### config.mk
export PLATFORM = sky130hd
export DESIGN_NAME = regfile_sb
export DESIGN_NICKNAME = d
export VERILOG_FILES = /design/src/rtl/regfile_pkg.sv /design/src/rtl/regfile_rport.sv /design/src/rtl/regfile_sb.sv
export SDC_FILE = /design/constraint.sdc
export NUM_CORES = 2
export LEC_CHECK = 0
export ABC_CLOCK_PERIOD_IN_PS = 2200
export BUFFER_PORTS_ARGS = -buffer_cell sky130_fd_sc_hd__buf_4
export CAP_MARGIN = 30
export CORE_MARGIN = 3
export CORE_UTILIZATION = 49
export CTS_CLUSTER_SIZE = 25
export DETAILED_ROUTE_END_ITERATION = 16
export PLACE_DENSITY = 0.72
export SLEW_MARGIN = 20
export SYNTH_ARGS = -nofsm -noshare
export SYNTH_HDL_FRONTEND = slang
export SYNTH_SLANG_ARGS = --single-unit
### constraint.sdc
create_clock -name clk -period 2.2 [get_ports clk]
set_input_delay 0.11 -clock clk [delete_from_list [all_inputs] [get_ports clk]]
set_output_delay 0.11 -clock clk [all_outputs]
set_load 0.05 [all_outputs]
### src/rtl/regfile_pkg.sv
// Shared defaults and helpers for the scoreboarded register file.
package regfile_pkg;

    localparam int unsigned DEF_DATA_W = 32;
    localparam int unsigned DEF_ADDR_W = 5;
    localparam int unsigned MAX_ADDR_W = 32;

    localparam logic [MAX_ADDR_W-1:0] ZERO_REG_ADDR = '0;

    // True when addr names the hardwired zero register and that feature is enabled.
    function automatic logic is_zero(input logic [MAX_ADDR_W-1:0] addr, input logic zero_en);
        return zero_en && (addr == ZERO_REG_ADDR);
    endfunction

endpackage

### src/rtl/regfile_rport.sv
// One asynchronous read port: zero-register mux, write-first bypass and busy qualification.
module regfile_rport
    import regfile_pkg::*;
#(
    parameter int unsigned DATA_W   = DEF_DATA_W,
    parameter int unsigned ADDR_W   = DEF_ADDR_W,
    parameter bit          ZERO_REG = 1'b1,
    localparam int unsigned DEPTH   = 1 << ADDR_W
) (
    input  logic [ADDR_W-1:0] ra,
    input  logic              we,
    input  logic [ADDR_W-1:0] wa,
    input  logic [DATA_W-1:0] wd,
    input  logic [DATA_W-1:0] mem [DEPTH],
    input  logic [DEPTH-1:0]  sb,
    output logic [DATA_W-1:0] rd_c,
    output logic              busy_c
);

    logic zero_hit;
    logic byp_hit;

    always_comb begin
        zero_hit = is_zero(MAX_ADDR_W'(ra), ZERO_REG);
        byp_hit  = we && (wa == ra);
        rd_c     = mem[ra];
        busy_c   = sb[ra];
        if (zero_hit) begin
            rd_c   = '0;
            busy_c = 1'b0;
        end else if (byp_hit) begin
            // The in-flight write both supplies the data and retires the pending producer.
            rd_c   = wd;
            busy_c = 1'b0;
        end
    end

endmodule

### src/rtl/regfile_sb.sv
// Parametrised register file with write-first bypass, optional zero register,
// per-register busy scoreboard and a registered debug read port.
module regfile_sb
    import regfile_pkg::*;
#(
    parameter int unsigned DATA_W   = DEF_DATA_W,
    parameter int unsigned ADDR_W   = DEF_ADDR_W,
    parameter int unsigned NRD      = 2,
    parameter bit          ZERO_REG = 1'b1
) (
    input  logic                  clk,
    input  logic                  rst_n,
    input  logic [NRD*ADDR_W-1:0] ra,
    output logic [NRD*DATA_W-1:0] rd,
    output logic [NRD-1:0]        rbusy,
    input  logic                  we,
    input  logic [ADDR_W-1:0]     wa,
    input  logic [DATA_W-1:0]     wd,
    input  logic                  iss_v,
    input  logic [ADDR_W-1:0]     iss_a,
    input  logic                  flush,
    input  logic [ADDR_W-1:0]     dbg_a,
    output logic [DATA_W-1:0]     dbg_d
);

    localparam int unsigned DEPTH = 1 << ADDR_W;

    logic [DATA_W-1:0] mem_q [DEPTH];
    logic [DATA_W-1:0] mem_d [DEPTH];
    logic [DEPTH-1:0]  sb_q;
    logic [DEPTH-1:0]  sb_d;
    logic [DATA_W-1:0] dbg_rd_q;
    logic [DATA_W-1:0] dbg_rd_d;
    logic              wr_ok;
    logic              iss_ok;

    always_comb begin
        wr_ok  = we && !is_zero(MAX_ADDR_W'(wa), ZERO_REG);
        iss_ok = iss_v && !is_zero(MAX_ADDR_W'(iss_a), ZERO_REG);

        mem_d = mem_q;
        if (wr_ok) begin
            mem_d[wa] = wd;
        end

        // Ordering matters: flush, then write-clear, then issue-set so a new producer always wins.
        sb_d = sb_q;
        if (flush) begin
            sb_d = '0;
        end
        if (wr_ok) begin
            sb_d[wa] = 1'b0;
        end
        if (iss_ok) begin
            sb_d[iss_a] = 1'b1;
        end

        dbg_rd_d = mem_q[dbg_a];
        if (is_zero(MAX_ADDR_W'(dbg_a), ZERO_REG)) begin
            dbg_rd_d = '0;
        end
    end

    always_ff @(posedge clk or negedge rst_n) begin
        if (!rst_n) begin
            for (int i = 0; i < int'(DEPTH); i++) begin
                mem_q[i] <= '0;
            end
            sb_q     <= '0;
            dbg_rd_q <= '0;
        end else begin
            mem_q    <= mem_d;
            sb_q     <= sb_d;
            dbg_rd_q <= dbg_rd_d;
        end
    end

    assign dbg_d = dbg_rd_q;

    for (genvar i = 0; i < NRD; i++) begin : g_rport
        regfile_rport #(
            .DATA_W   (DATA_W),
            .ADDR_W   (ADDR_W),
            .ZERO_REG (ZERO_REG)
        ) u_rport (
            .ra     (ra[i*ADDR_W +: ADDR_W]),
            .we     (we),
            .wa     (wa),
            .wd     (wd),
            .mem    (mem_q),
            .sb     (sb_q),
            .rd_c   (rd[i*DATA_W +: DATA_W]),
            .busy_c (rbusy[i])
        );
    end

endmodule

==> out/metrics.yaml <==
worst_setup_path:
  worstPathRequired_ps: 2090
  crit_slowest_cell: "mux4_2"
  reg2reg_to: "dbg_d[24]$_DFF_PN0_"
  r2r-start: "mem_q[88]$_DFFE_PN0P_"
  crit_path_max_fanout: 4
  reg2reg_depth: 6
  reg2reg_slack_ps: 140
  arrival_ps: 2680
  critPathCaptureType: "primary output"
  critPathLaunchType: "register"
  slowest_delay_ps: 470
  startpoint: "mem_q[913]$_DFFE_PN0P_"
  cp_cell_sequence: "mux4_2 > a22o_1 > a221oi_2 > o21ai_1 > a22o_1 > buf_12 > buf_12"
  crit_type: "reg -> out"
logic_synthesis:
  seq_area_frac_synth_pct: 41.8
  yosysWarnings: 0
  synth_edf_count: 0
  syn_area_mm2: 0.0652
  netlist-cell-type-count: 52
  synth_ff_type: "dfrtp_1"
  synth-async-reset-ratio_pct: 100
  avgSynthCellArea_um2: 14.8
  synth_fp_nets: 4451
  syn_inst: 4389
  postSynthRegisterBits: 1088
sta:
  worstMarginPinSlew_ps: 952
  fmaxAchievable_mhz: 359
  final-hold-violation-count: 0
  setup_viol: 66
  setup_ws_ps: -587
  period_minus_slack_ps: 2790
  period_share_pct: 127
  finalClockSkew_ps: 38.1
  rsz0062_at_grt: "yes"
  slew_headroom_pct: 36.4
  tns_ps: -22110
  report.final.slew_viol_count: 0
  hold_ws_ps: 139
route:
  drt-pass1-iter-count: 5
  wl_per_cell_um: 35.7
  vias: 48046
  drc: 0
  wirelength_um: 238000
  vias_per_cell: 7.21
  drt_iter0_drc: 5770
  ant_nets: 0
min_path:
  min_to: "dbg_d[21]$_DFF_PN0_"
  min_from: "dbg_a[3]"
  min-delay-path-class: "in -> reg"
  hold_depth: 4
finish:
  area_growth_pct: 22.4
  finish.net_count: 4872
  drive_above_1_share_pct: 61.9
  utilization_pct: 60.5
status:
  status: "complete, but fails checks"
  violations: "setup timing"
floorplan:
  io_pins: 160
  design.core.area_mm2: 0.132
  initial_core_util_pct: 49.4
  die_area_mm2: 0.137
  rows: 133
  fp.dieH_um: 371
  fp.dieW_um: 371
clock_network:
  cts_htree_levels: 3
  root_buffer: "clkbuf_16"
  cts_buffers: 117
  clockBufferDepth: 3
  clk_latency_ps: 760
  cts_tree: "done"
  clk_pin_slew_ps: 60
  cts.sink_count: 1088
grt:
  globalRoute.totalOverflow: 0
  grt_pass1_vias: 49440
  grt_usage_pct: 34.8
  grt_antenna_before_repair: 9
  grt_pass1_wl_um: 348000
  grt_max_degree: 100
placed_design:
  dpl.hpwl_um: 153000
  gp_congestion: 0.911
  place_ws_ps: -395
  port_buffers: 159
pwr:
  p_leak_nw: 33.8
  ir_worst_vdd_mv: 0.701
  powerDensity_mw_per_mm2: 837
run:
  drv_cap: 0
[cell usage after synthesis (all sizes together), types with 48 or more instances]
| cell | n | area share (%) |
|---|---|---|
| a21oi | 74 | 0.57 |
| o22ai | 65 | 0.62 |
| dfrtp | 1088 | 42 |
| o21ai | 74 | 0.57 |
| mux4 | 785 | 27 |
| inv | 48 | 0.28 |
| mux2 | 1003 | 17 |
| clkbuf | 272 | 1.6 |
| mux2i | 145 | 2.2 |
| a22o | 49 | 0.66 |
| buf | 255 | 2.1 |
| nand2 | 102 | 0.59 |
| a22oi | 88 | 1.0 |
[critical path, delay by kind of cell, from the launching register on]
kind            cells  cell delay, ps
compound gates      4             730
buf+inv             2             300
flops               1             400
mux                 1             470
[power by group]
part	internal, W	switching, W
logic	0.0108	0.00822
clock network	0.0120	0.00855
registers	0.0238	0.00348
total	0.0465	0.0203
[flip-flops by register name (all words and copies together), names as in the netlist]
signal / count
dbg_d: 32
mem_q: 1024
sb_q: 32
[kinds of logic after synthesis]
| group | share of synthesized area (%) |
|---|---|
| buffers and inverters | 3.96 |
| AOI/OAI and AO/OA | 5.14 |
| xor gates and xnor gates | 0.134 |
| muxes | 46.7 |
| and+or+nand+nor | 2.29 |
| DFF | 41.8 |
[cells in the final DEF (no fill, tap or decap), types with 47 or more instances in the layout]
cell type / count
mux2i_1: 142
buf_12: 189
mux4_2: 785
nand2_1: 86
clkbuf_16: 119
dlygate4sd3_1: 49
dfrtp_1: 1088
buf_6: 67
buf_4: 507
mux2_2: 995
a22oi_2: 64
inv_1: 47
[layer usage]
layer / wire length, um / up-vias / GRT usage, %
met5: 25 / - / 0
met4: 17300 / 4 / 20.0
met3: 32300 / 985 / 11.1
met2: 102000 / 3543 / 50.2
met1: 86400 / 25161 / 46.4
li1: - / 18353 / -
[worst max-delay path by stage]
stage,end,cells past startpoint
detailed placement,rbusy[0],7
global route,rd[1],7
floorplan,rd[18],9
global placement,rbusy[0],7
finish,rd[17],7
CTS,rd[17],7
[area by class of cell]
| class | instances | area (um2) |
|---|---|---|
| Timing Repair Buffer | 829 | 9090 |
| Clock inverter | 42 | 503 |
| Clock buffer | 169 | 3420 |
| Tap cell | 1755 | 2200 |
| Fill cell | 9677 | 52100 |
| Sequential cell | 1088 | 27200 |
| Multi-Input combinational cell | 2726 | 37100 |
| Antenna cell | 8 | 20.0 |
| Inverter | 48 | 180 |
[through the flow]
| step | total power (W) | std cells | cell area (um2) |
|---|---|---|---|
| CTS | 0.0663 | 6632 | 79300 |
| global placement | 0.0438 | 6269 | 72700 |
| finish | 0.0667 | 6665 | 79700 |
| detailed placement | 0.0445 | 6269 | 72700 |
| global route | 0.0690 | 6660 | 79700 |
| floorplan | 0.0386 | 4389 | 65300 |
[what timing repair did]
| item | in CTS | in global routing |
|---|---|---|
| gates resized for setup | 294 | 57 |
| pin swaps | 185 | 67 |
| buffers inserted | 109 | 24 |
| hold buffers | 49 | 0 |
| hold endpoints to repair | 2056 | 0 |
| setup endpoints to repair | 66 | 66 |
Note: power is estimated with default switching activity, not from simulation.
